$ cat config.mk
export PLATFORM = sky130hd
export DESIGN_NAME = seq_comparator
export DESIGN_NICKNAME = d
export VERILOG_FILES = /design/src/rtl/seq_cmp_pkg.sv /design/src/rtl/seq_comparator_chunk_cmp.sv /design/src/rtl/seq_comparator.sv
export SDC_FILE = /design/constraint.sdc
export NUM_CORES = 1
export LEC_CHECK = 0
export BUFFER_PORTS_ARGS = -buffer_cell sky130_fd_sc_hd__buf_2
export CAP_MARGIN = 20
export CORE_MARGIN = 1
export CORE_UTILIZATION = 27
export DETAILED_ROUTE_END_ITERATION = 8
export HOLD_SLACK_MARGIN = 0.05
export SLEW_MARGIN = 10
export SYNTH_ARGS = -nofsm -noshare
export SYNTH_HDL_FRONTEND = slang
export SYNTH_SLANG_ARGS = --single-unit
export TNS_END_PERCENT = 10
$ cat constraint.sdc
create_clock -name clk -period 2.8 [get_ports clk]
set_input_delay 0.14 -clock clk [delete_from_list [all_inputs] [get_ports clk]]
set_output_delay 0.14 -clock clk [all_outputs]
set_load 0.01 [all_outputs]
$ cat src/rtl/seq_cmp_pkg.sv
// Shared types for the sequential chunk-wise magnitude comparator.
// The state encoding and the {EQL,LTR,GTR} result codes live here.
package seq_cmp_pkg;

    typedef enum logic [1:0] {
        S_IDLE = 2'd0,
        S_CMP  = 2'd1,
        S_DONE = 2'd2
    } state_t;

    // Result vector ordering is {EQL, LTR, GTR}
    localparam logic [2:0] RES_NONE = 3'b000;
    localparam logic [2:0] RES_EQL  = 3'b100;
    localparam logic [2:0] RES_LTR  = 3'b010;
    localparam logic [2:0] RES_GTR  = 3'b001;

endpackage

$ cat src/rtl/seq_comparator_chunk_cmp.sv
// Combinational unsigned comparator for one CHUNK-bit slice of the operands.
module chunk_cmp #(
    parameter int unsigned CHUNK = 4
) (
    input  logic [CHUNK-1:0] i_a,
    input  logic [CHUNK-1:0] i_b,
    output logic             o_eq,
    output logic             o_lt
);

    assign o_eq = (i_a == i_b);
    assign o_lt = (i_a < i_b);

endmodule

$ cat src/rtl/seq_comparator.sv
// Sequential MSB-first comparator: one CHUNK-bit slice per cycle, early exit on
// the first unequal slice. Optional SEQ_CMP_SIGNED_EN adds a two's-complement mode.
module seq_comparator
    import seq_cmp_pkg::*;
#(
    parameter int unsigned WIDTH = 16,
    parameter int unsigned CHUNK = 4
) (
    input  logic             clk,
    input  logic             rst,
    input  logic             start,
    input  logic [WIDTH-1:0] p,
    input  logic [WIDTH-1:0] q,
`ifdef SEQ_CMP_SIGNED_EN
    input  logic             sgn,
`endif
    output logic             busy,
    output logic             done,
    output logic             EQL,
    output logic             LTR,
    output logic             GTR
);

    localparam int unsigned N  = WIDTH / CHUNK;
    localparam int unsigned IW = (N > 1) ? $clog2(N) : 1;

    state_t           r_state;
    logic [WIDTH-1:0] r_p;
    logic [WIDTH-1:0] r_q;
    logic [IW-1:0]    r_idx;
    logic             r_busy;
    logic             r_done;
    logic [2:0]       r_res;

    logic [WIDTH-1:0] w_p_sh;
    logic [WIDTH-1:0] w_q_sh;
    logic [CHUNK-1:0] w_a;
    logic [CHUNK-1:0] w_b;
    logic [CHUNK-1:0] w_flip_mask;
    logic             w_flip;
    logic             w_eq;
    logic             w_lt;
    logic             w_last;

`ifdef SEQ_CMP_SIGNED_EN
    logic             r_sgn;
    // Inverting both sign bits turns a signed compare into an unsigned one
    assign w_flip = r_sgn && (r_idx == '0);
`else
    assign w_flip = 1'b0;
`endif

    // Align the active slice to the top of the word, then take CHUNK bits
    assign w_p_sh      = r_p << (32'(r_idx) * CHUNK);
    assign w_q_sh      = r_q << (32'(r_idx) * CHUNK);
    assign w_flip_mask = CHUNK'(w_flip) << (CHUNK - 1);
    assign w_a         = w_p_sh[WIDTH-1 -: CHUNK] ^ w_flip_mask;
    assign w_b         = w_q_sh[WIDTH-1 -: CHUNK] ^ w_flip_mask;
    assign w_last      = (r_idx == IW'(N - 1));

    chunk_cmp #(
        .CHUNK (CHUNK)
    ) u_chunk_cmp (
        .i_a  (w_a),
        .i_b  (w_b),
        .o_eq (w_eq),
        .o_lt (w_lt)
    );

    always_ff @(posedge clk or posedge rst) begin
        if (rst) begin
            r_state <= S_IDLE;
            r_p     <= '0;
            r_q     <= '0;
            r_idx   <= '0;
            r_busy  <= 1'b0;
            r_done  <= 1'b0;
            r_res   <= RES_NONE;
`ifdef SEQ_CMP_SIGNED_EN
            r_sgn   <= 1'b0;
`endif
        end else begin
            case (r_state)
                S_IDLE: begin
                    if (start) begin
                        r_p     <= p;
                        r_q     <= q;
`ifdef SEQ_CMP_SIGNED_EN
                        r_sgn   <= sgn;
`endif
                        r_idx   <= '0;
                        r_res   <= RES_NONE;
                        r_busy  <= 1'b1;
                        r_state <= S_CMP;
                    end
                end
                S_CMP: begin
                    if (!w_eq || w_last) begin
                        r_res   <= !w_eq ? (w_lt ? RES_LTR : RES_GTR) : RES_EQL;
                        r_busy  <= 1'b0;
                        r_done  <= 1'b1;
                        r_state <= S_DONE;
                    end else begin
                        r_idx <= r_idx + IW'(1);
                    end
                end
                S_DONE: begin
                    r_done  <= 1'b0;
                    r_state <= S_IDLE;
                end
                default: begin
                    r_busy  <= 1'b0;
                    r_done  <= 1'b0;
                    r_state <= S_IDLE;
                end
            endcase
        end
    end

    assign busy          = r_busy;
    assign done          = r_done;
    assign {EQL, LTR, GTR} = r_res;

endmodule

Yosys cells after proc, flatten, opt, wreduce, memory -nomap -nowiden. Cells that the tools add are included.

Bitwise gates (word level): 2. Equality and inequality tests: 7. Shifts and indexed selects: 2. Order comparisons: 1. Reduce and logical (&&, ||, !) cells: 10. $add $sub $neg: 1. Muxes and demuxes: 16.

Operators with widths (count): $shl 16x4->16 (2); $mux 2 (5); $mux 3 (3); $reduce_and 3->1 (3); $pmux 2 s2 (2); $ne 2x2->1 const B (3); $pmux 3 s2 (1); $reduce_and 2->1 (3); $eq 2x2->1 const B (2); $eq 4x4->1 (1); $lt 4x4->1 (1); $mux 1 (3); $pmux 1 s3 (1); $add 2x1->2 const B (1); $eq 2x1->1 const B (1); $logic_not 2->1 (1); $not 1->1 (2); $pmux 1 s2 (1); $reduce_bool 2->1 (1); $logic_not 1->1 (1); $logic_or 1x1->1 (1).

Register bits after elaboration: 41. Word-level logic and storage cells: 46.

Logic depth before layout (Yosys ltp).
Word-level depth: 6. Mapped depth: 9.

By module. From an unflattened synthesis, not the netlist that was laid out.

Cell total of the unflattened synthesis: 132. Area total of the unflattened synthesis: 2031.9 um2.

By module, submodules not included: seq_comparator (instances 1, seq. area each 1026.0 um2, cells an instance 118, area each 1929.4 um2); chunk_cmp (instances 1, seq. area each 0.0 um2, cells an instance 14, area each 102.6 um2).

Worst setup path before layout. Ideal clock, no wire load.

Kind: register to register. Start point: register r_idx[1]. End point: register r_idx[0]. Clock period less this slack: 2.053 ns. Path slack: 0.747 ns. Buffers on the path: 1. Cell stages (with the launch flop): 8. Data required time: 2.721 ns. Setup time: 0.079 ns. Data arrival time: 1.973 ns. Cell sequence: dfrtp_1 > buf_6 > mux4_2 > ha_1 > nand4_1 > or2_4 > nor2_4 > mux2i_1.

Word-level cells in the longest chain between the ends: 6.

Ends and longest elaborated chain: start, declared (line seq_comparator.sv:30) `logic [IW-1:0] r_idx;`; start signal, assigned (line seq_comparator.sv:104) `r_idx <= r_idx + IW'(1);`; $shl 16x4->16 (on tied branches) (line seq_comparator.sv:54, seq_comparator.sv:55); $eq 4x4->1 (line seq_comparator_chunk_cmp.sv:11) `assign o_eq = (i_a == i_b);`; $logic_not 1->1; $logic_or 1x1->1 (*) (line seq_comparator.sv:98) `if (!w_eq || w_last) begin`; $ne 2x2->1 (no source line) (*); $reduce_and 3->1 (no source line) (*).

Every way passes the cells marked *; elsewhere a longest branch is shown, timed or not. A chain may end at the register's enable or synchronous reset.

Worst setup path in the final report.
Start point: register r_idx[1]. End point: register r_idx[1].

Word-level cells in the longest chain between the ends: 6.

Ends and longest elaborated chain (line): $shl 16x4->16 (on tied branches) (seq_comparator.sv:54, seq_comparator.sv:55); $eq 4x4->1 (seq_comparator_chunk_cmp.sv:11); $logic_not 1->1; $logic_or 1x1->1 (seq_comparator.sv:98); $ne 2x2->1 (no source line); $reduce_and 3->1 (no source line).

Parallel ways exist; a longest one is shown, timed or not. The select of a mux whose other input is x is not followed.

==> impl_metrics.ini <==
[timing]
setup_tns_ns = 0
hold_viol = 0
fin_crit_ns = 2.37
grt_setup_unrepaired = false
holdWs_ns = 0.0489
worst_pin_slew_ns = 0.830
slew_headroom = 0.445
setup_viol = 0
skew_ns = 0.00487
timing.final.crit_share = 0.846
slew_violations = 0
setup_slack_ns = 0.430
fmax_mhz = 422

[logic_synthesis]
synth_seq_cells = 41
ys_warn_count = 0
syn_inst = 196
synth.distinct_cells = 24
seq_area_frac_synth = 0.530
synth_area_um2 = 1940
async_flop_share = 1.00
syn_nets = 236
avgSynthCellArea_um2 = 9.88
ys.flop_type = dfrtp_1
synth_edf_count = 0

[floorplan]
start_util = 0.282
dieWidth_um = 86.7
num_rows = 30
die_height_um = 86.7
die_area_um2 = 7510
core_area_um2 = 6870
io_pins = 40

[global_routing]
grt_pass1_wl_um = 6870
grt_overflow = 0
grt_pass1_vias = 1508
antenna_found_initial = 0
grt_max_degree = 42
grt_use_total = 0.120

[placement]
dp_hpwl_um = 2820
portBuffers = 39
pre_cts_ws_ns = 0.395
place_congestion = 0.721

[routing]
wl_um = 4040
wl_per_cell_um = 11.4
antenna_left = 0
num_vias = 1439
first_iter_violations = 56
post-route-drc-count = 0
routed_via_density = 4.04
drt-pass1-iter-count = 4

[setup_path]
end_kind = register
worstPathMaxFanout = 10
crit_type = register to register
critical_path_arrival_ns = 2.58
start_kind = register
r2r_slack_ns = 0.43
critPathRequiredTime_ns = 3.01

[clock_tree]
cts_buffers = 5
cts_tree = done
cts_setup_buffers = 0
htreeDepth = 2
clkTransAtPathRegs_ns = 0.08
insertion_delay_ns = 0.29
cts_hold_buf = 23
ctsResizeCount = 0
clock-sinks = 41
root_buffer = clkbuf_8
clockBufferDepth = 2

[layout]
layout-drive-gt1-share = 0.246
layout_commonest_cell = nand2_1
diodes = 0
nets = 299
final_cell_mix = nand2_1 (103), dfrtp_1 (41), buf_2 (39)
post-route-util = 0.365
syn_to_final_growth_pct = 29.7

[pwr]
p_per_area_nw_per_um2 = 947
leakagePower_nw = 1.28
peakVddDrop_v = 0.000348

[outcome]
status = completed

[job]
drv_cap = 0

[worst_hold_path]
hold_class = input pin to register
[area by class of cell]
cell class	instances	area (µm²)
Tap cell	96	120
Clock buffer	8	80.1
Sequential cell	41	1030
Timing Repair Buffer	65	448
Multi-Input combinational cell	136	798
Fill cell	710	4360
Inverter	10	37.5
[cells by family (layout without fill, tap and decap cells)]
logic type / count (synthesis) / after routing / synth area share
mux: 10 / 10 / 0.103
simple gates: 111 / 111 / 0.238
compound gates: 10 / 10 / 0.0356
buf+inv: 19 / 83 / 0.0608
flops: 41 / 41 / 0.530
fa+ha+maj: 5 / 5 / 0.0323
[flip-flops by register name, summed over array words and instances (netlist names)]
register  flops
r_state       2
done          1
r_q          16
busy          1
r_p          16
r_idx         2
r_res         3
[synth_stat cells, types with 2 or more instances]
cell type    n  area (µm²)
ha_1         5        62.6
inv_1        8        30.0
mux4_2       8         180
buf_4        4        30.0
nand2_1    103         387
a21oi_1      4        20.0
mux2i_1      2        20.0
o21ai_0      2        10.0
inv_2        2        7.51
buf_6        4        45.0
dfrtp_1     41        1030
[per-layer routing]
metal	part of all wire	track usage	up-vias
li1	-	-	748
met1	0.48	0.150	658
met2	0.47	0.198	26
met3	0.035	0.0276	7
met4	0.017	0.0545	0
met5	0	0	-
[through the flow]
stage                     instances  instance area (µm²)  power [mW]
after CTS                       356                 2510        2.42
after global routing            356                 2510        2.60
after detailed placement        325                 2200        2.01
final                           356                 2510        2.38
after floorplan                 196                 1940        1.79
after global placement          325                 2200        1.99
[where the power goes]
group          leakage [nW]  switching [mW]  internal (mW)
logic                 0.728           0.502          0.454
clock network        0.0395           0.193          0.177
registers             0.510           0.185          0.866
total                  1.28           0.880           1.50
[critical path, stage by stage (launching register included)]
cell	delay [ns]
dfrtp_1	0.63
mux4_2	0.56
ha_1	0.33
nand4_1	0.14
or2_4	0.29
nor2_4	0.13
mux2i_1	0.20
[path summary, 6_finish.rpt]
path / end / cells after the start / from
max in group asynchronous: r_q[1] / 4 / rst
hold reg to reg: r_q[10] / 2 / r_q[10]
setup / recovery: r_idx[1] / 6 / r_idx[1]
setup reg to reg: r_idx[1] / 6 / r_idx[1]
hold / removal: r_p[2] / 3 / p[2]
min in group asynchronous: r_p[15] / 4 / rst
(Power assumes the default switching activity.)
